`src/rtl/mips32_hazard_ctrl.sv`:
```
// Issue interlock for the MIPS32 5-stage pipeline.
// Holds ID on scoreboard hazards, waits out branches, squashes wrong-path fetches, freezes on HLT.
module mips32_hazard_ctrl #(
  parameter int unsigned FLUSH_CYCLES = 2,
  parameter int unsigned STALL_CNT_W  = 16
) (
  input  logic                   clk_1,
  input  logic                   rst,
  input  logic                   id_valid,
  input  logic [4:0]             id_rs,
  input  logic [4:0]             id_rt,
  input  logic                   id_use_rs,
  input  logic                   id_use_rt,
  input  logic                   id_wr_en,
  input  logic [4:0]             id_wr_reg,
  input  logic                   id_is_branch,
  input  logic                   id_is_halt,
  input  logic                   wb_valid,
  input  logic [4:0]             wb_reg,
  input  logic                   br_resolve,
  input  logic                   br_taken,
  output logic                   issue,
  output logic                   stall,
  output logic                   flush,
  output logic                   halted,
  output logic [31:0]            pending,
  output logic [STALL_CNT_W-1:0] stall_cnt
);

  typedef enum logic [1:0] {
    ST_RUN,
    ST_BR_WAIT,
    ST_FLUSH,
    ST_HALTED
  } state_t;

  localparam logic [STALL_CNT_W-1:0] CNT_ONE = 1;

  state_t                 state;
  state_t                 state_nx;
  logic [2:0]             flush_cnt;
  logic [2:0]             flush_cnt_nx;
  logic [31:0]            pending_q;
  logic [31:0]            pending_nx;
  logic [STALL_CNT_W-1:0] stall_cnt_q;
  logic                   hazard;

  assign pending   = pending_q;
  assign stall_cnt = stall_cnt_q;

  // Registered scoreboard only: a write-back landing this cycle still costs one bubble.
  always_comb begin
    hazard = (id_use_rs & pending_q[id_rs])
           | (id_use_rt & pending_q[id_rt])
           | (id_wr_en  & pending_q[id_wr_reg]);
  end

  // Next state and pipeline controls.
  always_comb begin
    state_nx     = state;
    flush_cnt_nx = flush_cnt;
    issue        = 1'b0;
    stall        = 1'b0;
    flush        = 1'b0;
    halted       = 1'b0;
    case (state)
      ST_RUN: begin
        issue = id_valid & ~hazard;
        stall = id_valid & ~issue;
        if (issue && id_is_branch) begin
          state_nx = ST_BR_WAIT;
        end else if (issue && id_is_halt) begin
          state_nx = ST_HALTED;
        end
      end
      ST_BR_WAIT: begin
        stall = id_valid;
        if (br_resolve) begin
          if (br_taken) begin
            state_nx     = ST_FLUSH;
            flush_cnt_nx = 3'(FLUSH_CYCLES);
          end else begin
            state_nx = ST_RUN;
          end
        end
      end
      ST_FLUSH: begin
        flush        = 1'b1;
        flush_cnt_nx = flush_cnt - 3'd1;
        if (flush_cnt <= 3'd1) begin
          state_nx     = ST_RUN;
          flush_cnt_nx = '0;
        end
      end
      ST_HALTED: begin
        stall  = 1'b1;
        halted = 1'b1;
      end
      default: begin
        state_nx = ST_RUN;
      end
    endcase
  end

  // Clear-then-set ordering makes a same-register retire/issue collision end up pending.
  always_comb begin
    pending_nx = pending_q;
    if (wb_valid) begin
      pending_nx[wb_reg] = 1'b0;
    end
    if (issue && id_wr_en) begin
      pending_nx[id_wr_reg] = 1'b1;
    end
    pending_nx[0] = 1'b0;
  end

  // State, scoreboard and saturating stall counter.
  always_ff @(posedge clk_1) begin
    if (rst) begin
      state       <= ST_RUN;
      flush_cnt   <= '0;
      pending_q   <= '0;
      stall_cnt_q <= '0;
    end else begin
      state     <= state_nx;
      flush_cnt <= flush_cnt_nx;
      pending_q <= pending_nx;
      if (stall && (stall_cnt_q != '1)) begin
        stall_cnt_q <= stall_cnt_q + CNT_ONE;
      end
    end
  end

endmodule

```
`config.mk`:
```
export PLATFORM = sky130hd
export DESIGN_NAME = mips32_hazard_ctrl
export DESIGN_NICKNAME = d
export VERILOG_FILES = /design/src/rtl/mips32_hazard_ctrl.sv
export SDC_FILE = /design/constraint.sdc
export NUM_CORES = 1
export LEC_CHECK = 0
export CORE_UTILIZATION = 50
export DETAILED_ROUTE_END_ITERATION = 10
export PLACE_DENSITY = 0.77
export SYNTH_ARGS = -nofsm -noshare
export SYNTH_HDL_FRONTEND = slang
export SYNTH_SLANG_ARGS = --single-unit
```
`constraint.sdc`:
```
create_clock -name clk_1 -period 4.6 [get_ports clk_1]
set_clock_uncertainty 0.05 [all_clocks]
set_input_delay 0.92 -clock clk_1 [delete_from_list [all_inputs] [get_ports clk_1]]
set_output_delay 0.92 -clock clk_1 [all_outputs]
set_load 0.05 [all_outputs]
```
==> impl_metrics.py <==
metrics = {
    "power": {
        "leakagePower_nw": 1.563,
        "combPwrFrac": 0.342,
        "p_sw_w": 0.0004147,
        "p_int_w": 0.0007167,
        "p_clk_frac": 0.229,
        "peakVddDrop_mv": 0.1537,
        "power.share.switching": 0.3665,
        "seqPwrFrac": 0.429,
        "power.density_mw_per_mm2": 253.7,
        "finalPower_w": 0.001131,
    },
    "critical_path": {
        "crit_arrival_ns": 3.52,
        "reg2reg_slack_ns": 1.28,
        "worst-setup-path-type": "in2out",
        "critPathMaxFanout": 4,
        "cpPeakStageDelay_ns": 0.57,
        "reg2reg_from": "pending[19]",
        "crit_start": "id_rt[1]",
        "crit_family": "multiplexers",
        "cp.required_ns": 3.63,
        "worstPathCellList": "clkdlybuf4s50_1 -> mux4_2 -> mux2_2 -> or3_1 -> o2111a_1 -> a211oi_2 -> nand2_1 -> nor2_1 -> buf_12",
        "cp-start-kind": "input port",
        "worst-path-buf-inv": 2,
        "slowest_stage": "clkdlybuf4s50_1",
        "worst_setup_path_end_kind": "primary output",
    },
    "detailed_routing": {
        "wirelength_um": 10350,
        "viasPerCell": 6.552,
        "antenna_left": 0,
        "first_pass_iters": 5,
        "vias": 3525,
        "route.detailed.drc": 0,
        "wire_per_inst_um": 19.24,
        "first_iter_violations": 343,
    },
    "synth": {
        "syn_area_mm2": 0.003455,
        "yosysTopAreaCellShare": 0.3013,
        "synth_fp_nets": 421,
        "synth.ff_latch_count": 52,
        "synth_area_leaders": "dfxtp_1, mux4_2, o31ai_1, mux2i_1, o211ai_1",
        "syn_inst": 384,
        "yosysWarnings": 0,
        "postSynthAreaPerCell_um2": 8.996,
        "yosys.cell_types.count": 55,
        "synth_top_area_cell": "dfxtp_1",
        "synth_edf_count": 0,
        "async_reset_ff_frac": 0,
        "synth_flop_cell": "dfxtp_1",
        "yosysSeqAreaShare": 0.3013,
    },
    "placement": {
        "dpl_cell_area_mm2": 0.004373,
        "pre_cts_ws_ns": 0.1049,
        "io_buffer_count": 81,
        "place_congestion": 0.9782,
        "dp_hpwl_um": 7821,
    },
    "finish": {
        "layout.nets": 497,
        "diodes": 0,
        "nFillCells": 537,
        "synthToLayoutAreaGrowth_pct": 29.08,
        "drive_gt1_frac": 0.1388,
        "fin_area_mm2": 0.004459,
        "utilization": 0.6866,
    },
    "sta": {
        "rsz0062_at_grt": "no",
        "setup_viol": 0,
        "max_freq_mhz": 222.7,
        "slew_violations": 0,
        "fin_crit_sh": 0.9761,
        "final.min_clock_period_ns": 4.490,
        "worst_pin_slew_ns": 1.073,
        "worst_slack_ns": 0.1101,
        "finalSetupTns_ns": 0,
        "hold_viol": 0,
        "maxSlewHeadroom": 0.2788,
    },
    "clock_tree": {
        "clock_latency_ns": 0.31,
        "clock-sinks": 52,
        "clkTransAtPathRegs_ns": 0.09,
        "cts_setup_buffers": 0,
        "root_buffer": "clkbuf_8",
        "clockBufferDepth": 2,
        "cts_buffers": 5,
        "tritoncts": "yes",
        "holdBufCountCts": 0,
        "htreeDepth": 2,
        "ctsResizeCount": 0,
    },
    "floorplan": {
        "start_util": 0.5319,
        "die_area_mm2": 0.007245,
        "die_w_um": 85.12,
        "ios": 83,
        "placementRows": 29,
        "core_mm2": 0.006495,
        "die_h_um": 85.12,
    },
    "hold_path": {
        "hold_start": "flush_cnt[2]",
        "hold_path_class": "reg2reg",
    },
    "global_route": {
        "grt_max_degree": 34,
        "antenna_found_initial": 0,
        "grt_usage": 0.2925,
        "overflow": 0,
        "grt_pass1_vias": 3245,
        "grt_pass1_wl_um": 16630,
    },
    "outcome": {
        "status": "completed",
    },
    "job": {
        "drv_cap": 0,
    },
}
==> worst register-to-register path, stage by stage, from the launching register on <==
cell and delay (ns):
dfxtp_1 0.41, mux4_2 0.48, mux2_2 0.27, or3_1 0.32, o2111a_1 0.16, a211oi_2 0.28
nand2_1 0.13, or4_1 0.62, buf_12 0.25, o31ai_1 0.25
==> cells in the final DEF (no fill, tap or decap), types with 2 or more instances in the layout <==
cell type / synthesis / final
mux2_2: 10 / 10
buf_4: 2 / 14
o31ai_1: 26 / 26
nand2_1: 31 / 31
mux4_2: 15 / 15
nand4_1: 4 / 4
mux2i_1: 13 / 13
nor3b_1: 4 / 4
or3_1: 2 / 2
a31o_2: 3 / 3
o211ai_1: 17 / 17
nand3b_1: 7 / 7
a211oi_1: 6 / 6
or3b_2: 4 / 4
xnor2_1: 6 / 6
nor3_1: 4 / 4
dfxtp_1: 52 / 52
clkbuf_8: 0 / 5
a2111oi_0: 2 / 2
and3b_1: 2 / 2
ha_1: 6 / 6
or4_1: 2 / 2
nand2b_1: 8 / 8
o22ai_1: 6 / 6
buf_12: 0 / 2
inv_1: 20 / 20
clkdlybuf4s50_1: 0 / 79
and3_1: 8 / 8
o41ai_2: 6 / 6
o21a_1: 2 / 2
nor2_1: 20 / 20
nand3_1: 22 / 22
a21oi_1: 13 / 13
o21ai_0: 6 / 6
and2_1: 3 / 3
and4_1: 3 / 3
a311oi_1: 2 / 2
nor2b_1: 6 / 6
==> per-stage QoR <==
| stage | cells | hold slack [ns] |
|---|---|---|
| after floorplan | 384 | 0.3906 |
| after global placement | 530 | 0.4189 |
| after detailed placement | 530 | 0.4240 |
| after CTS | 538 | 0.4379 |
| after global routing | 538 | 0.4597 |
| final | 538 | 0.4337 |
==> final timing paths <==
check                      end  cells after the start
setup / recovery         issue                      9
hold / removal    flush_cnt[2]                      2
setup reg to reg   pending[26]                      9
hold reg to reg   flush_cnt[2]                      2
==> logic make-up after synthesis <==
logic type,share of synthesized area
AO/OA/AOI/OAI,0.2333
XOR/XNOR,0.01521
adder cells (fa/ha/maj),0.02173
buffers and inverters,0.05469
flip-flops,0.3013
multiplexers,0.1681
other,0.001086
AND/OR/NAND/NOR,0.2046
==> cells in the mapped netlist, types with 3 or more instances <==
master    instances
mux2i_1          13
nand4_1           4
nor2b_1           6
and4_1            3
mux2_2           10
mux4_2           15
a21oi_1          13
o21ai_0           6
nand2b_1          8
o22ai_1           6
nand3b_1          7
nor3_1            4
nand3_1          22
o41ai_2           6
buf_2             7
inv_1            20
a211oi_1          6
dfxtp_1          52
o31ai_1          26
ha_1              6
and3_1            8
nor3b_1           4
xnor2_1           6
and2_1            3
clkbuf_1         15
nor2_1           20
nand2_1          31
or3b_2            4
a31o_2            3
o211ai_1         17
==> sequential cells by signal, summed over array words and instances, names as in the netlist <==
register,flops
pending,31
flush_cnt,3
state,2
stall_cnt,16
==> power by group through the flow <==
stage	Combinational (W)	Sequential (W)	Clock, W
6_report	0.000387	0.000485	0.000259
4_1_cts	0.000385	0.000485	0.000265
2_1_floorplan	0.000236	0.000516	0
3_3_place_gp	0.000374	0.000494	0
3_5_place_dp	0.000383	0.000495	0
5_1_grt	0.000419	0.000488	0.000281
==> layout make-up <==
type	count	area [um^2]	share of cell area
Tap cell	77	96.34	0.02160
Sequential cell	52	1041	0.2334
Clock buffer	6	72.57	0.01627
Inverter	20	75.07	0.01684
Clock inverter	2	13.76	0.003086
Multi-Input combinational cell	286	2225	0.4989
Timing Repair Buffer	95	935.9	0.2099
==> routing by layer <==
layer | wire, um | track usage
met2 | 4793 | 0.4589
met4 | 224 | 0.1017
met3 | 946 | 0.05837
met5 | 0 | 0
met1 | 4388 | 0.4026
(Power assumes the default switching activity.)
